<file path="src/rtl/p1_action_sequencer.sv">
// Player 1 per-frame action controller: arbitrates hit/punch/kick/walk requests
// into one wall-clamped X motion per video frame, with hitbox flag and attack cooldown.
module p1_action_sequencer #(
    parameter int BOUND_X_MIN = 7,
    parameter int BOUND_X_MAX = 632,
    parameter int COOLDOWN    = 4
) (
    input  logic               clk,
    input  logic               Reset_n,
    input  logic               frame_tick,
    input  logic               Punch,
    input  logic               Kick,
    input  logic               Walk_L,
    input  logic               Walk_R,
    input  logic               Hit,
    input  logic               Hit_Dir,
    input  logic signed [31:0] Xpos,
    output logic signed [31:0] Ball_X_Motion,
    output logic [2:0]         Action,
    output logic               Busy,
    output logic               Hit_Active
);

    typedef enum logic [2:0] {
        A_IDLE  = 3'd0,
        A_WALK  = 3'd1,
        A_PUNCH = 3'd2,
        A_KICK  = 3'd3,
        A_KNOCK = 3'd4,
        A_COOL  = 3'd5
    } action_t;

    localparam logic signed [31:0] L_MIN_X   = 32'(BOUND_X_MIN);
    localparam logic signed [31:0] L_MAX_X   = 32'(BOUND_X_MAX);
    localparam logic [7:0]         COOL_LOAD = 8'(COOLDOWN);
    localparam logic [3:0]         STEP_DONE = 4'd15;

    action_t            r_action;
    action_t            w_nextAction;
    logic [3:0]         r_step;
    logic [3:0]         w_idx;
    logic [3:0]         w_nextStep;
    logic [3:0]         w_finalStep;
    logic [7:0]         r_cnt;
    logic [7:0]         w_nextCnt;
    logic               r_dir;
    logic               w_nextDir;
    logic               r_hit;
    logic               w_nextHit;
    logic               w_takeArb;
    logic               w_profile;
    logic               w_clamped;
    logic signed [31:0] r_motion;
    logic signed [31:0] w_cand;
    logic signed [31:0] w_sum;
    logic signed [31:0] w_clampedMotion;
    logic signed [31:0] w_walkMotion;

    function automatic logic [3:0] profLen(input action_t a);
        return (a == A_PUNCH) ? 4'd6 : 4'd8;
    endfunction

    // Fixed per-step motion tables; knockback magnitude takes its sign from the latched direction.
    function automatic logic signed [31:0] profStep(input action_t a, input logic [3:0] idx,
                                                    input logic dir);
        logic signed [31:0] m;
        m = 32'sd0;
        case (a)
            A_PUNCH: begin
                case (idx[3:1])
                    3'd0:    m = -32'sd7;
                    3'd1:    m = -32'sd5;
                    default: m = -32'sd3;
                endcase
            end
            A_KICK: m = (idx[3:2] == 2'd0) ? -32'sd4 : 32'sd0;
            A_KNOCK: begin
                case (idx[3:1])
                    3'd0:    m = 32'sd6;
                    3'd1:    m = 32'sd4;
                    3'd2:    m = 32'sd2;
                    default: m = 32'sd1;
                endcase
                if (!dir) m = -m;
            end
            default: m = 32'sd0;
        endcase
        return m;
    endfunction

    always_ff @(posedge clk) begin
        if (!Reset_n) begin
            r_action <= A_IDLE;
            r_step   <= '0;
            r_cnt    <= '0;
            r_dir    <= 1'b0;
            r_motion <= '0;
            r_hit    <= 1'b0;
        end else if (frame_tick) begin
            r_action <= w_nextAction;
            r_step   <= w_finalStep;
            r_cnt    <= w_nextCnt;
            r_dir    <= w_nextDir;
            r_motion <= w_clampedMotion;
            r_hit    <= w_nextHit;
        end
    end

    assign w_walkMotion = (Walk_L && !Walk_R) ? -32'sd2 :
                          (Walk_R && !Walk_L) ?  32'sd2 : 32'sd0;

    // A finished knockback or an expired cooldown re-arbitrates on the same tick as IDLE would.
    always_comb begin
        w_nextAction = r_action;
        w_nextCnt    = r_cnt;
        w_nextDir    = r_dir;
        w_idx        = r_step;
        w_takeArb    = 1'b0;
        if (Hit) begin
            w_nextAction = A_KNOCK;
            w_nextDir    = Hit_Dir;
            w_nextCnt    = '0;
            w_idx        = '0;
        end else begin
            case (r_action)
                A_PUNCH, A_KICK: begin
                    if (r_step >= profLen(r_action)) begin
                        w_nextAction = A_COOL;
                        w_nextCnt    = COOL_LOAD;
                    end
                end
                A_KNOCK: w_takeArb = (r_step >= profLen(A_KNOCK));
                A_COOL: begin
                    if (r_cnt > 8'd1) w_nextCnt = r_cnt - 8'd1;
                    else              w_takeArb = 1'b1;
                end
                default: w_takeArb = 1'b1;
            endcase
            if (w_takeArb) begin
                w_nextCnt = '0;
                w_idx     = '0;
                if (Punch)                 w_nextAction = A_PUNCH;
                else if (Kick)             w_nextAction = A_KICK;
                else if (Walk_L != Walk_R) w_nextAction = A_WALK;
                else                       w_nextAction = A_IDLE;
            end
        end
    end

    // A clamped attack step parks the index past the table so the next tick ends the profile.
    always_comb begin
        w_profile = (w_nextAction == A_PUNCH) || (w_nextAction == A_KICK) ||
                    (w_nextAction == A_KNOCK);
        w_cand     = 32'sd0;
        w_nextStep = '0;
        if (w_profile) begin
            w_cand     = profStep(w_nextAction, w_idx, w_nextDir);
            w_nextStep = w_idx + 4'd1;
        end else if ((w_nextAction == A_WALK) || (w_nextAction == A_COOL)) begin
            w_cand = w_walkMotion;
        end
        w_sum           = Xpos + w_cand;
        w_clamped       = 1'b0;
        w_clampedMotion = w_cand;
        if (w_sum < L_MIN_X) begin
            w_clampedMotion = L_MIN_X - Xpos;
            w_clamped       = 1'b1;
        end else if (w_sum > L_MAX_X) begin
            w_clampedMotion = L_MAX_X - Xpos;
            w_clamped       = 1'b1;
        end
        w_finalStep = (w_clamped && w_profile) ? STEP_DONE : w_nextStep;
        w_nextHit   = ((w_nextAction == A_PUNCH) && ((w_idx == 4'd2) || (w_idx == 4'd3))) ||
                      ((w_nextAction == A_KICK)  && ((w_idx == 4'd4) || (w_idx == 4'd5)));
    end

    assign Ball_X_Motion = r_motion;
    assign Action        = r_action;
    assign Busy          = (r_action == A_PUNCH) || (r_action == A_KICK) || (r_action == A_KNOCK);
    assign Hit_Active    = r_hit;

endmodule

</file>
<file path="config.mk">
export PLATFORM = sky130hd
export DESIGN_NAME = p1_action_sequencer
export DESIGN_NICKNAME = d
export VERILOG_FILES = /design/src/rtl/p1_action_sequencer.sv
export SDC_FILE = /design/constraint.sdc
export NUM_CORES = 1
export LEC_CHECK = 0
export ABC_CLOCK_PERIOD_IN_PS = 7000
export BUFFER_PORTS_ARGS = -buffer_cell sky130_fd_sc_hd__buf_2
export CAP_MARGIN = 0
export CORE_UTILIZATION = 55
export DETAILED_ROUTE_END_ITERATION = 8
export PLACE_DENSITY = 0.77
export SYNTH_ARGS = -nofsm -noshare
export SYNTH_HDL_FRONTEND = slang
export SYNTH_SLANG_ARGS = --single-unit
</file>
<file path="constraint.sdc">
create_clock -name clk -period 7 [get_ports clk]
set_input_delay 0.35 -clock clk [delete_from_list [all_inputs] [get_ports clk]]
set_output_delay 0.35 -clock clk [all_outputs]
set_load 0.01 [all_outputs]
</file>
==> out/metrics.csv <==
metric;value;unit
fillCellCount;958;
whs_path_depth;3;
synth_edf_count;0;
drtPass1Iterations;7;
synth_flop_cell;dfxtp_1;
overflow;0;
async_flop_share;0;%
antenna_found_initial;0;
clk-insertion-delay-late;320;ps
fin_skew;16.0;ps
grt_pass1_wl;28700;um
fp.dieH;105;um
port_buffers;77;
rsz0062_at_grt;no;
vdd.ir_drop.worst;0.000100;V
initial_core_util;56.6;%
layout-drive-gt1-share;14.0;%
status;finished clean;
place_congestion;0.950;
syn_inst;805;
grt_pass1_vias;6084;
mostFrequentLayoutCells;nand2_1 (94), buf_2 (77), nor2_1 (74), o21ai_0 (55), dfxtp_1 (49);
cp-end-kind;flip-flop;
mappedNetlistArea;5840;um2
cts_tree;built;
vias;6326;
r2r_end;Ball_X_Motion[30];
rrSetupSlack;410;ps
synth_top_area_cell;dfxtp_1;
clk_pin_slew;90;ps
r2r-start;Action[1];
htree_levels;2;
final_max_slew_viol_count;0;
routed_wl;17700;um
slew-limit-headroom;45.9;%
power.leakage;2.62;nW
io_pins;78;
cts-root-buf;clkbuf_8;
detail_route.wl_per_cell;17.9;um
ys_seq_area_share;16.8;%
core-area;10300;um2
cap_violations;0;
drcViolationCount;0;
area_growth_syn_to_layout;9.25;%
cts_buffer_depth;2;
diodes;0;
arrival;6800;ps
setup_tns;0;ps
vias_per_cell;6.38;
period_minus_slack;6590;ps
crit_type;reg -> reg;
synth_top_area_share;16.8;%
setup_ws;406;ps
postCtsSetupRepairBufs;0;
layout_commonest_cell;nand2_1;
dpl.hpwl;14000;um
die_x;105;um
synth_seq_cells;49;
synth_cell_types;75;
clock_sinks;49;
p_total;1.38;mW
synth_area_leaders;dfxtp_1 (17%), ha_1 (9.4%), xnor2_1 (7.0%), nand2_1 (6.0%), nor2_1 (4.8%);
drtAntennaViolNets;0;
numCtsBuffers;5;
drtIter0Drc;371;
die_area;11000;um2
rr_worst_depth;24;
avgSynthCellArea;7.26;um2
whs_endpoint;Ball_X_Motion[3];
period_share;94.2;%
layout.nets;941;
grt_max_degree;55;
required;7210;ps
min_path_type;in -> reg;
synth_warnings;0;
p_per_area;216;nW/um2
worst-path-max-fanout;10;
fmax;0.152;GHz
fin_util;61.8;%
rows;37;
min_from;Xpos[3];
finalSetupViolCount;0;
worst_pin_slew;810;ps
hold_viol;0;
preCtsSetupSlack;512;ps
synthesis.nets;891;
cp-start-kind;flip-flop;
track_usage;31.9;%
-- how the worst max path moves through the flow --
stage / from / to / slack, ps / cells past startpoint
floorplan: Action[0] / Ball_X_Motion[30] / 1390 / 21
CTS: Action[0] / Ball_X_Motion[30] / 500 / 21
global placement: Action[1] / Ball_X_Motion[30] / 740 / 23
global route: Action[0] / Ball_X_Motion[30] / 120 / 23
finish: Action[1] / Ball_X_Motion[30] / 410 / 24
detailed placement: Action[0] / Ball_X_Motion[30] / 510 / 21
-- repair_timing --
action | 4_1_cts | 5_1_grt
gates resized for setup | 0 | 1
setup endpoints to repair | 0 | 1
hold buffers | 0 | 0
endpoints found under the hold margin | 0 | 0
-- synth_stat cells, drive strengths merged (8+ instances only) --
| cell | instances |
|---|---|
| inv | 30 |
| a21oi | 46 |
| o21ai | 61 |
| nor4 | 11 |
| nor2 | 74 |
| o211ai | 8 |
| nand3 | 17 |
| mux2i | 8 |
| nand4 | 10 |
| o21a | 9 |
| ha | 44 |
| or2 | 8 |
| clkbuf | 32 |
| xnor2 | 47 |
| xor2 | 31 |
| a21o | 18 |
| and3 | 9 |
| a31oi | 16 |
| nand2b | 12 |
| a211oi | 21 |
| buf | 8 |
| nand2 | 94 |
| nor3 | 37 |
| dfxtp | 49 |
-- where the power goes --
group	leakage [nW]	internal, mW	switching, mW	total [mW]
sequential	0.405	0.321	0.0319	0.353
clock	0.0543	0.107	0.106	0.213
combinational	2.16	0.304	0.509	0.813
-- sequential cells by signal, indices dropped and copies added (netlist names) --
register       flops
Hit_Active         1
r_dir              1
r_step             4
Ball_X_Motion     32
r_cnt              8
Action             3
-- per-stage QoR --
step	std cells	area, um2	hold slack (ps)
finish	992	6380	394
global route	992	6380	418
CTS	992	6380	382
detailed placement	984	6270	452
global placement	984	6270	453
floorplan	805	5840	460
-- cells by family after synthesis --
kind of cell	after synthesis	synth area share (%)
and+or+nand+nor	303	24.9
xor gates and xnor gates	78	11.7
muxes	10	1.76
adders and majority gates	45	9.76
buffers and inverters	70	4.93
DFF	49	16.8
AOI/OAI and AO/OA	250	30.2
-- metal layers --
metal	vias to the layer above	routed length (um)	GRT usage, %
met3	48	1090	4.37
met5	-	0	0
li1	3066	-	-
met1	2963	7270	36.7
met4	0	589	15.4
met2	249	8780	57.9
-- worst max-delay path, stage by stage, from the launching register on --
cell and delay (ps):
dfxtp_1 420, nor2b_1 200, nand2b_1 100, inv_1 90, ha_1 220, nand2b_1 70, a31oi_1 140, o41ai_1 540
a211o_1 290, nand2_1 110, o31ai_1 150, ha_1 290, inv_1 70, fa_1 390, nand2b_1 190, a21oi_1 420
o21ai_0 290, a31oi_1 310, xnor2_1 160, o2111ai_1 290, a2111oi_4 500, nand3_2 310, nand2b_1 430, o21ai_1 130
a221o_1 350
-- layout make-up --
class	instances	area [um2]	area share, %
Clock buffer	5	68.8	1.08
Clock inverter	3	46.3	0.725
Inverter	30	113	1.76
Multi-Input combinational cell	686	4570	71.7
Sequential cell	49	981	15.4
Tap cell	136	170	2.67
Timing Repair Buffer	83	430	6.74
(Power assumes the default switching activity.)
